**src/rtl/operand_fetch_stage_if.sv**
```systemverilog
// Operand-fetch stage bundle: issue request, writeback/status return and the registered operand outputs.
interface operand_fetch_stage_if #(
  parameter int WIDTH = 16,
  parameter int NREGS = 8
);
  localparam int AW = $clog2(NREGS);

  logic             issue;
  logic             stall;
  logic [AW-1:0]    AA;
  logic [AW-1:0]    BA;
  logic [AW-1:0]    DA_in;
  logic [3:0]       FS_in;
  logic             MB;
  logic [WIDTH-1:0] const_in;

  logic             wb_en;
  logic [AW-1:0]    wb_addr;
  logic [WIDTH-1:0] wb_data;
  logic             sl;
  logic             wb_V;
  logic             wb_C;
  logic             wb_N;
  logic             wb_Z;

  logic [WIDTH-1:0] OpA;
  logic [WIDTH-1:0] OpB;
  logic [3:0]       FS;
  logic [AW-1:0]    DA_ex;
  logic             ex_valid;
  logic             hazard;
  logic             V_q;
  logic             C_q;
  logic             N_q;
  logic             Z_q;

  modport master (
    output issue, stall, AA, BA, DA_in, FS_in, MB, const_in,
    output wb_en, wb_addr, wb_data, sl, wb_V, wb_C, wb_N, wb_Z,
    input  OpA, OpB, FS, DA_ex, ex_valid, hazard, V_q, C_q, N_q, Z_q
  );

  modport slave (
    input  issue, stall, AA, BA, DA_in, FS_in, MB, const_in,
    input  wb_en, wb_addr, wb_data, sl, wb_V, wb_C, wb_N, wb_Z,
    output OpA, OpB, FS, DA_ex, ex_valid, hazard, V_q, C_q, N_q, Z_q
  );
endinterface

```
**src/rtl/operand_fetch_stage.sv**
```systemverilog
// Register file + operand latch feeding the function unit; operands registered 1 cycle after issue.
// stall freezes the operand latch only; writeback and status load proceed regardless; hazard is advisory.
module operand_fetch_stage #(
  parameter int WIDTH = 16,
  parameter int NREGS = 8
) (
  input logic                 clk,
  input logic                 rst_n,
  operand_fetch_stage_if.slave ofs
);
  localparam int AW = $clog2(NREGS);

  typedef struct packed {
    logic [WIDTH-1:0] op_a;
    logic [WIDTH-1:0] op_b;
    logic [3:0]       fs;
    logic [AW-1:0]    da;
  } ex_t;

  typedef struct packed {
    logic v;
    logic c;
    logic n;
    logic z;
  } status_t;

  logic [WIDTH-1:0] regs [NREGS];
  logic [WIDTH-1:0] rd_a;
  logic [WIDTH-1:0] rd_b;
  ex_t              ex_d;
  ex_t              ex_q;
  logic             ex_vld_q;
  status_t          st_q;

  // Same-cycle writeback is forwarded so an issuing instruction never reads stale data.
  always_comb begin
    rd_a = regs[ofs.AA];
    if (ofs.wb_en && (ofs.wb_addr == ofs.AA)) begin
      rd_a = ofs.wb_data;
    end
    rd_b = regs[ofs.BA];
    if (ofs.wb_en && (ofs.wb_addr == ofs.BA)) begin
      rd_b = ofs.wb_data;
    end
  end

  always_comb begin
    ex_d      = '0;
    ex_d.op_a = rd_a;
    ex_d.op_b = ofs.MB ? ofs.const_in : rd_b;
    ex_d.fs   = ofs.FS_in;
    ex_d.da   = ofs.DA_in;
  end

  always_ff @(posedge clk or negedge rst_n) begin
    if (!rst_n) begin
      for (int i = 0; i < NREGS; i++) begin
        regs[i] <= '0;
      end
    end else if (ofs.wb_en) begin
      regs[ofs.wb_addr] <= ofs.wb_data;
    end
  end

  // Idle cycles drop ex_valid but keep the operand payload visible.
  always_ff @(posedge clk or negedge rst_n) begin
    if (!rst_n) begin
      ex_q     <= '0;
      ex_vld_q <= 1'b0;
    end else if (!ofs.stall) begin
      ex_vld_q <= ofs.issue;
      if (ofs.issue) begin
        ex_q <= ex_d;
      end
    end
  end

  always_ff @(posedge clk or negedge rst_n) begin
    if (!rst_n) begin
      st_q <= '0;
    end else if (ofs.sl) begin
      st_q <= '{v: ofs.wb_V, c: ofs.wb_C, n: ofs.wb_N, z: ofs.wb_Z};
    end
  end

  assign ofs.hazard = ofs.issue & ex_vld_q &
                      ((ex_q.da == ofs.AA) | (~ofs.MB & (ex_q.da == ofs.BA)));

  assign ofs.OpA      = ex_q.op_a;
  assign ofs.OpB      = ex_q.op_b;
  assign ofs.FS       = ex_q.fs;
  assign ofs.DA_ex    = ex_q.da;
  assign ofs.ex_valid = ex_vld_q;
  assign ofs.V_q      = st_q.v;
  assign ofs.C_q      = st_q.c;
  assign ofs.N_q      = st_q.n;
  assign ofs.Z_q      = st_q.z;
endmodule

```
**src/flat_wrapper.sv**
```systemverilog
// flat-port wrapper written by rule: the top's interface ports become plain ports
module operand_fetch_stage_flat 
#(
  parameter int WIDTH = 16,
  parameter int NREGS = 8
)
  (clk, rst_n, ofs_issue, ofs_stall, ofs_AA, ofs_BA, ofs_DA_in, ofs_FS_in, ofs_MB, ofs_const_in, ofs_wb_en, ofs_wb_addr, ofs_wb_data, ofs_sl, ofs_wb_V, ofs_wb_C, ofs_wb_N, ofs_wb_Z, ofs_OpA, ofs_OpB, ofs_FS, ofs_DA_ex, ofs_ex_valid, ofs_hazard, ofs_V_q, ofs_C_q, ofs_N_q, ofs_Z_q);
  operand_fetch_stage_if #(.WIDTH(WIDTH), .NREGS(NREGS)) ofs_i ();
  input logic clk;
  input logic rst_n;
  input wire logic [$bits(ofs_i.issue)-1:0] ofs_issue;
  input wire logic [$bits(ofs_i.stall)-1:0] ofs_stall;
  input wire logic [$bits(ofs_i.AA)-1:0] ofs_AA;
  input wire logic [$bits(ofs_i.BA)-1:0] ofs_BA;
  input wire logic [$bits(ofs_i.DA_in)-1:0] ofs_DA_in;
  input wire logic [$bits(ofs_i.FS_in)-1:0] ofs_FS_in;
  input wire logic [$bits(ofs_i.MB)-1:0] ofs_MB;
  input wire logic [$bits(ofs_i.const_in)-1:0] ofs_const_in;
  input wire logic [$bits(ofs_i.wb_en)-1:0] ofs_wb_en;
  input wire logic [$bits(ofs_i.wb_addr)-1:0] ofs_wb_addr;
  input wire logic [$bits(ofs_i.wb_data)-1:0] ofs_wb_data;
  input wire logic [$bits(ofs_i.sl)-1:0] ofs_sl;
  input wire logic [$bits(ofs_i.wb_V)-1:0] ofs_wb_V;
  input wire logic [$bits(ofs_i.wb_C)-1:0] ofs_wb_C;
  input wire logic [$bits(ofs_i.wb_N)-1:0] ofs_wb_N;
  input wire logic [$bits(ofs_i.wb_Z)-1:0] ofs_wb_Z;
  output wire logic [$bits(ofs_i.OpA)-1:0] ofs_OpA;
  output wire logic [$bits(ofs_i.OpB)-1:0] ofs_OpB;
  output wire logic [$bits(ofs_i.FS)-1:0] ofs_FS;
  output wire logic [$bits(ofs_i.DA_ex)-1:0] ofs_DA_ex;
  output wire logic [$bits(ofs_i.ex_valid)-1:0] ofs_ex_valid;
  output wire logic [$bits(ofs_i.hazard)-1:0] ofs_hazard;
  output wire logic [$bits(ofs_i.V_q)-1:0] ofs_V_q;
  output wire logic [$bits(ofs_i.C_q)-1:0] ofs_C_q;
  output wire logic [$bits(ofs_i.N_q)-1:0] ofs_N_q;
  output wire logic [$bits(ofs_i.Z_q)-1:0] ofs_Z_q;
  assign ofs_i.issue = ofs_issue;
  assign ofs_i.stall = ofs_stall;
  assign ofs_i.AA = ofs_AA;
  assign ofs_i.BA = ofs_BA;
  assign ofs_i.DA_in = ofs_DA_in;
  assign ofs_i.FS_in = ofs_FS_in;
  assign ofs_i.MB = ofs_MB;
  assign ofs_i.const_in = ofs_const_in;
  assign ofs_i.wb_en = ofs_wb_en;
  assign ofs_i.wb_addr = ofs_wb_addr;
  assign ofs_i.wb_data = ofs_wb_data;
  assign ofs_i.sl = ofs_sl;
  assign ofs_i.wb_V = ofs_wb_V;
  assign ofs_i.wb_C = ofs_wb_C;
  assign ofs_i.wb_N = ofs_wb_N;
  assign ofs_i.wb_Z = ofs_wb_Z;
  assign ofs_OpA = ofs_i.OpA;
  assign ofs_OpB = ofs_i.OpB;
  assign ofs_FS = ofs_i.FS;
  assign ofs_DA_ex = ofs_i.DA_ex;
  assign ofs_ex_valid = ofs_i.ex_valid;
  assign ofs_hazard = ofs_i.hazard;
  assign ofs_V_q = ofs_i.V_q;
  assign ofs_C_q = ofs_i.C_q;
  assign ofs_N_q = ofs_i.N_q;
  assign ofs_Z_q = ofs_i.Z_q;
  operand_fetch_stage #(.WIDTH(WIDTH), .NREGS(NREGS)) u_core (.clk(clk), .rst_n(rst_n), .ofs(ofs_i));
endmodule
```
**config.mk**
```make
export PLATFORM = sky130hd
export DESIGN_NAME = operand_fetch_stage_flat
export DESIGN_NICKNAME = d
export VERILOG_FILES = /design/src/rtl/operand_fetch_stage_if.sv /design/src/rtl/operand_fetch_stage.sv /design/src/flat_wrapper.sv
export SDC_FILE = /design/constraint.sdc
export NUM_CORES = 1
export LEC_CHECK = 0
export BUFFER_PORTS_ARGS = -buffer_cell sky130_fd_sc_hd__clkbuf_2
export CORE_MARGIN = 2
export CORE_UTILIZATION = 55
export DETAILED_ROUTE_END_ITERATION = 10
export PLACE_DENSITY = 0.76
export SYNTH_ARGS = -nofsm -noshare
export SYNTH_HDL_FRONTEND = slang
export SYNTH_SLANG_ARGS = --single-unit
```
**constraint.sdc**
```tcl
create_clock -name clk -period 2.48 [get_ports clk]
set_clock_uncertainty 0.05 [all_clocks]
set_input_delay 0.372 -clock clk [delete_from_list [all_inputs] [get_ports clk]]
set_output_delay 0.372 -clock clk [all_outputs]
set_load 0.01 [all_outputs]
```
==> results.ini, run 1 <==
[synth]
yosysTopAreaCell=dfrtp_1
synth-async-reset-ratio_pct=100.0
synth_edf_count=0
ys_top_cells_by_count=dfrtp_1, mux2_1, mux4_2
ys.flop_type=dfrtp_1
synth-seq-area-share_pct=48.02
syn-cell-area_mm2=0.008964
synth-seq-cells=172
synth.avg_cell_area_um2=14.14
synthCells=634
yosysWarnings=0
synth_area_leaders=dfrtp_1, mux4_2, mux2_1, mux2_2, a211oi_2
syn_nets=693
yosys.area.top_type_share_pct=48.02
ys_types=34
yosysMostFrequentCell=dfrtp_1

[clock_tree]
clock_latency_ns=0.43
cts_sinks=172
cts_buffer_depth=2
cts_tree=yes
cts_buffers=17
root_buffer=clkbuf_16
clk_pin_slew_ns=0.07
htreeDepth=4

[route]
drtAntennaViolNets=0
drc=0
finalWirelength_um=22290
routedWlPerCell_um=23.46
drtPass1Iterations=4
vias=6054
drt_iter0_drc=515
via_per_inst=6.373

[place]
numPortBuffers=103
hpwl_um=14190
place_congestion=0.7885

[power]
p_per_area_mw_per_mm2=791.1
finalPower_mw=8.148
p_leak_nw=4.405
vdd_drop_max_mv=0.5510

[setup_path]
cp_data_required_time_ns=2.06
cp-start-kind=register
end_kind=output port
critPathMaxFanout=4
arrival_ns=1.64
crit_type=reg -> out

[die]
fp.dieArea_mm2=0.01733
placementRows=46
start_util_pct=56.43
fp.dieH_um=131.7
die_w_um=131.7
coreArea_mm2=0.01589
pin_count=104

[layout]
diodes=0
drive_above_1_share_pct=35.83
nFillCells=1184
multi_input_area_mm2=0.004335
nets=783
register_area_mm2=0.004304
area_growth_pct=14.89

[sta]
tightest_slew_ns=0.6113
fmax_ghz=0.4851
setup_viol=0
finalHoldViolCount=0
slew_violations=0
fin_crit_sh_pct=83.13
fin_crit_ns=2.062
relSlewSlack_pct=59.24
hold_ws_ns=0.08718
grt_setup_unrepaired=no
finalSetupTns_ns=0

[grt]
grt_pass1_wl_um=35980
grt_overflow=0
grt_max_degree=69
grt_pass1_vias=6328
track_usage_pct=27.33
antenna_found_initial=0

[worst_hold_path]
hp-class=in -> reg

[outcome]
status=complete, no violations

[run]
maxCapViolations=0

final timing paths:
kind	startpoint	endpoint	slack, ns	depth (start not counted)
max	u_core.ofs.DA_ex[2]	ofs_hazard	0.42	5
min reg2reg	u_core.ofs.FS[1]	u_core.ofs.FS[1]	0.42	2
min in group asynchronous	rst_n	u_core.regs[57]	0.46	2
min	ofs_FS_in[2]	u_core.ofs.FS[2]	0.09	3
max reg2reg	u_core.regs[16]	u_core.ofs.OpA[0]	0.98	4
max in group asynchronous	rst_n	u_core.ofs.DA_ex[1]	1.14	3
kinds of logic (layout without fill, tap and decap cells):
group / count (synthesis) / in the layout / share of synthesized area (%)
XOR/XNOR: 12 / 12 / 1.173
AND/OR/NAND/NOR: 92 / 92 / 6.282
AO/OA/AOI/OAI: 81 / 81 / 6.379
multiplexers: 212 / 212 / 34.45
flip-flops: 172 / 172 / 48.02
buffers and inverters: 65 / 165 / 3.699
metrics by stage:
stage / setup slack, ns / cells / area, µm² / util [%]
finish: 0.4184 / 950 / 10300 / 64.83
global route: 0.3233 / 950 / 10300 / 64.83
CTS: 0.4102 / 950 / 10300 / 64.83
detailed placement: 0.4173 / 920 / 9747 / 61.36
global placement: 0.5089 / 920 / 9747 / 61.36
floorplan: 0.7035 / 634 / 8964 / -
sequential cells by signal, indices dropped and copies added (netlist names):
signal and flops:
u_core.ofs.V_q 1, u_core.ofs.ex_valid 1, u_core.ofs.DA_ex 3, u_core.ofs.OpA 16, u_core.ofs.Z_q 1, u_core.ofs.OpB 16, u_core.ofs.N_q 1, u_core.regs 128
u_core.ofs.C_q 1, u_core.ofs.FS 4
power by group:
group          internal, mW  leakage, nW  switching [mW]
logic                  1.04         2.08           0.773
registers              3.41         2.06           0.433
clock network          1.44        0.260            1.06
total                  5.88         4.40            2.27
cells in the final DEF (no fill, tap or decap), drive strengths merged:
cell type,netlist,layout
nand4,3,3
nor2b,17,17
a31oi,1,1
bufinv,0,1
mux2i,16,16
mux4,64,64
nand2b,2,2
nand4b,3,3
nor4bb,1,1
clkinv,0,3
xor2,3,3
clkbuf,15,124
nor3,3,3
xnor2,9,9
clkinvlp,0,3
a211oi,16,16
buf,50,33
nand3b,16,16
dlygate4sd3,0,1
a21oi,16,16
nor2,1,1
o221ai,16,16
nor4,1,1
dfrtp,172,172
and4,2,2
o21ai,32,32
nand2,41,41
nor3b,2,2
mux2,132,132
critical path, cell delays in order (launching register included):
cell and delay, ns:
dfrtp_1 0.44, xor2_1 0.16, nor4_1 0.28, a31oi_1 0.09
nor2_1 0.10, clkbuf_2 0.13
layer usage:
| metal | share of wire, % | vias to the layer above | global-route usage, % | routed length, µm |
|---|---|---|---|---|
| li1 | - | 2569 | - | - |
| met1 | 42 | 3212 | 38.39 | 9422 |
| met2 | 50 | 249 | 43.78 | 11220 |
| met3 | 6.1 | 24 | 5.594 | 1362 |
| met4 | 1.3 | 0 | 7.609 | 286 |
| met5 | 0 | - | 0 | 0 |
final cells by class:
cell class | count | area share, %
well taps | 216 | 2.624
flip-flops and latches | 172 | 41.79
clock buffers | 22 | 4.605
clock inverters | 7 | 0.6561
multi-input cells | 397 | 42.10
repair buffers | 136 | 8.225
repair_timing:
action | 4_1_cts | 5_1_grt
hold endpoints to repair | 62 | 0
gates resized for setup | 0 | 0
hold buffers | 1 | 0
setup buffers | 0 | 0
No activity file was read; power rests on OpenSTA's default activity.
==> run 2, diff against run 1 <==
==> constraint.sdc (replaced) <==
create_clock -name clk -period 2.1 [get_ports clk]
set_clock_uncertainty 0.05 [all_clocks]
set_input_delay 0.315 -clock clk [delete_from_list [all_inputs] [get_ports clk]]
set_output_delay 0.315 -clock clk [all_outputs]
set_load 0.01 [all_outputs]
==> run 2 against run 1 <==
Effect of this change: via count up 1.9%; largest power group unchanged; flip-flop and latch count unchanged; global-route usage up 0.83 points; cell count is 0.21% higher; total power up 25%; critical path depth stayed put.
==> results.ini, run 2 (synthesis results as in run 1) <==
[outcome]
status=complete, no violations

[layout]
diodes=0
register_area_mm2=0.004305
largest-register=u_core.regs
fin_cells=952
multi_input_area_mm2=0.004342
nets=782
largest_register_ffs=128
drive_above_1_share_pct=36.41
fin_util_pct=66.12
fin_area_mm2=0.01050
final_common_cell=dfrtp_1
nFillCells=1160
layout_common_cells=dfrtp_1, mux2_1, clkbuf_2
area_growth_pct=17.18

[setup_path]
crit_slowest_cell=dfrtp_2
crit_chain=xor2_1 -> nor4_2 -> a31oi_1 -> nor2_1 -> clkbuf_2
crit_path_start=u_core.ofs.DA_ex[2]
cp-endpoint=ofs_hazard
reg2reg_depth=4
reg2reg_slack_ns=0.57
arrival_ns=1.64
critPathMaxFanout=4
end_kind=output port
reg2reg_to=u_core.ofs.OpA[8]
cp_slowest_stage_delay_ns=0.45
cp_data_required_time_ns=1.74
rr_startpoint=u_core.regs[120]
path_delay_family=flip-flops
cp.depth=5
cp-start-kind=register
timing.critical_path.buf_inv=1
crit_type=reg -> out

[place]
place_area_mm2=0.009839
dp_cells=919
place_congestion=0.7862
place_ws_ns=0.2196
numPortBuffers=103
hpwl_um=14450

[route]
drt_iter0_drc=476
drc=0
vias=6172
drtPass1Iterations=5
finalWirelength_um=23330
via_per_inst=6.483
routedWlPerCell_um=24.51
drtAntennaViolNets=0

[die]
placementRows=46
start_util_pct=56.43
pin_count=104
fp.dieArea_mm2=0.01733
fp.dieH_um=131.7
coreArea_mm2=0.01589
die_w_um=131.7

[clock_tree]
cts_sinks=172
cts_setup_buffers=0
clk_pin_slew_ns=0.07
clock_latency_ns=0.43
cts_tree=yes
htreeDepth=4
cts_buffer_depth=2
cts_buffers=17
root_buffer=clkbuf_16

[power]
finalPower_mw=10.18
vdd_drop_max_mv=0.6736
p_per_area_mw_per_mm2=969.5
p_leak_nw=4.480

[grt]
grt_max_degree=56
grt_overflow=0
track_usage_pct=28.15
grt_pass1_vias=6527
antenna_found_initial=0
grt_pass1_wl_um=36930

[sta]
relSlewSlack_pct=69.88
grt_setup_unrepaired=no
fin_crit_sh_pct=95.34
slew_violations=0
fmax_ghz=0.4995
tightest_slew_ns=0.4518
finalSetupTns_ns=0
fin_crit_ns=2.002
setup_ws_ns=0.09794
setup_viol=0
finalHoldViolCount=0
hold_ws_ns=0.02036

[worst_hold_path]
min_path_cells=3
hp-class=in -> reg

[run]
maxCapViolations=0

[run 2: how the worst min path moves through the flow]
stage               slack [ns]          from             endpoint
CTS                       0.01  ofs_FS_in[3]     u_core.ofs.FS[3]
floorplan                -0.03         rst_n       u_core.ofs.C_q
global placement          0.22         rst_n      u_core.regs[88]
global route              0.03  ofs_DA_in[0]  u_core.ofs.DA_ex[0]
finish                    0.02  ofs_DA_in[0]  u_core.ofs.DA_ex[0]
detailed placement        0.23         rst_n      u_core.regs[88]
[run 2: power by group]
part	leakage [nW]	internal (mW)	switching, mW	total [mW]
sequential	2.06	4.02	0.534	4.55
combinational	2.10	1.24	0.920	2.16
clock	0.312	2.12	1.35	3.47
[run 2: metal layers]
layer	track usage (%)	wire length, µm	vias to the layer above
li1	-	-	2587
met1	37.69	9814	3266
met3	5.633	1467	41
met2	46.28	11560	278
met5	0	0	-
met4	9.783	489	0
[run 2: timing repair]
action,CTS,global route
setup endpoints to repair,0,1
hold buffers,1,0
hold endpoints to repair,41,0
gates resized for setup,0,2
[run 2: worst register-to-register path: stages, from the launching register on]
cell      delay (ns)
dfrtp_1         0.41
mux4_2          0.46
nor2b_1         0.14
a211oi_1        0.24
o21ai_1         0.11
[run 2: final cells by class]
class,count,area share [%]
multi-input cells,397,41.33
well taps,216,2.573
clock inverters,14,2.073
clock buffers,18,4.086
repair buffers,135,8.946
flip-flops and latches,172,40.99
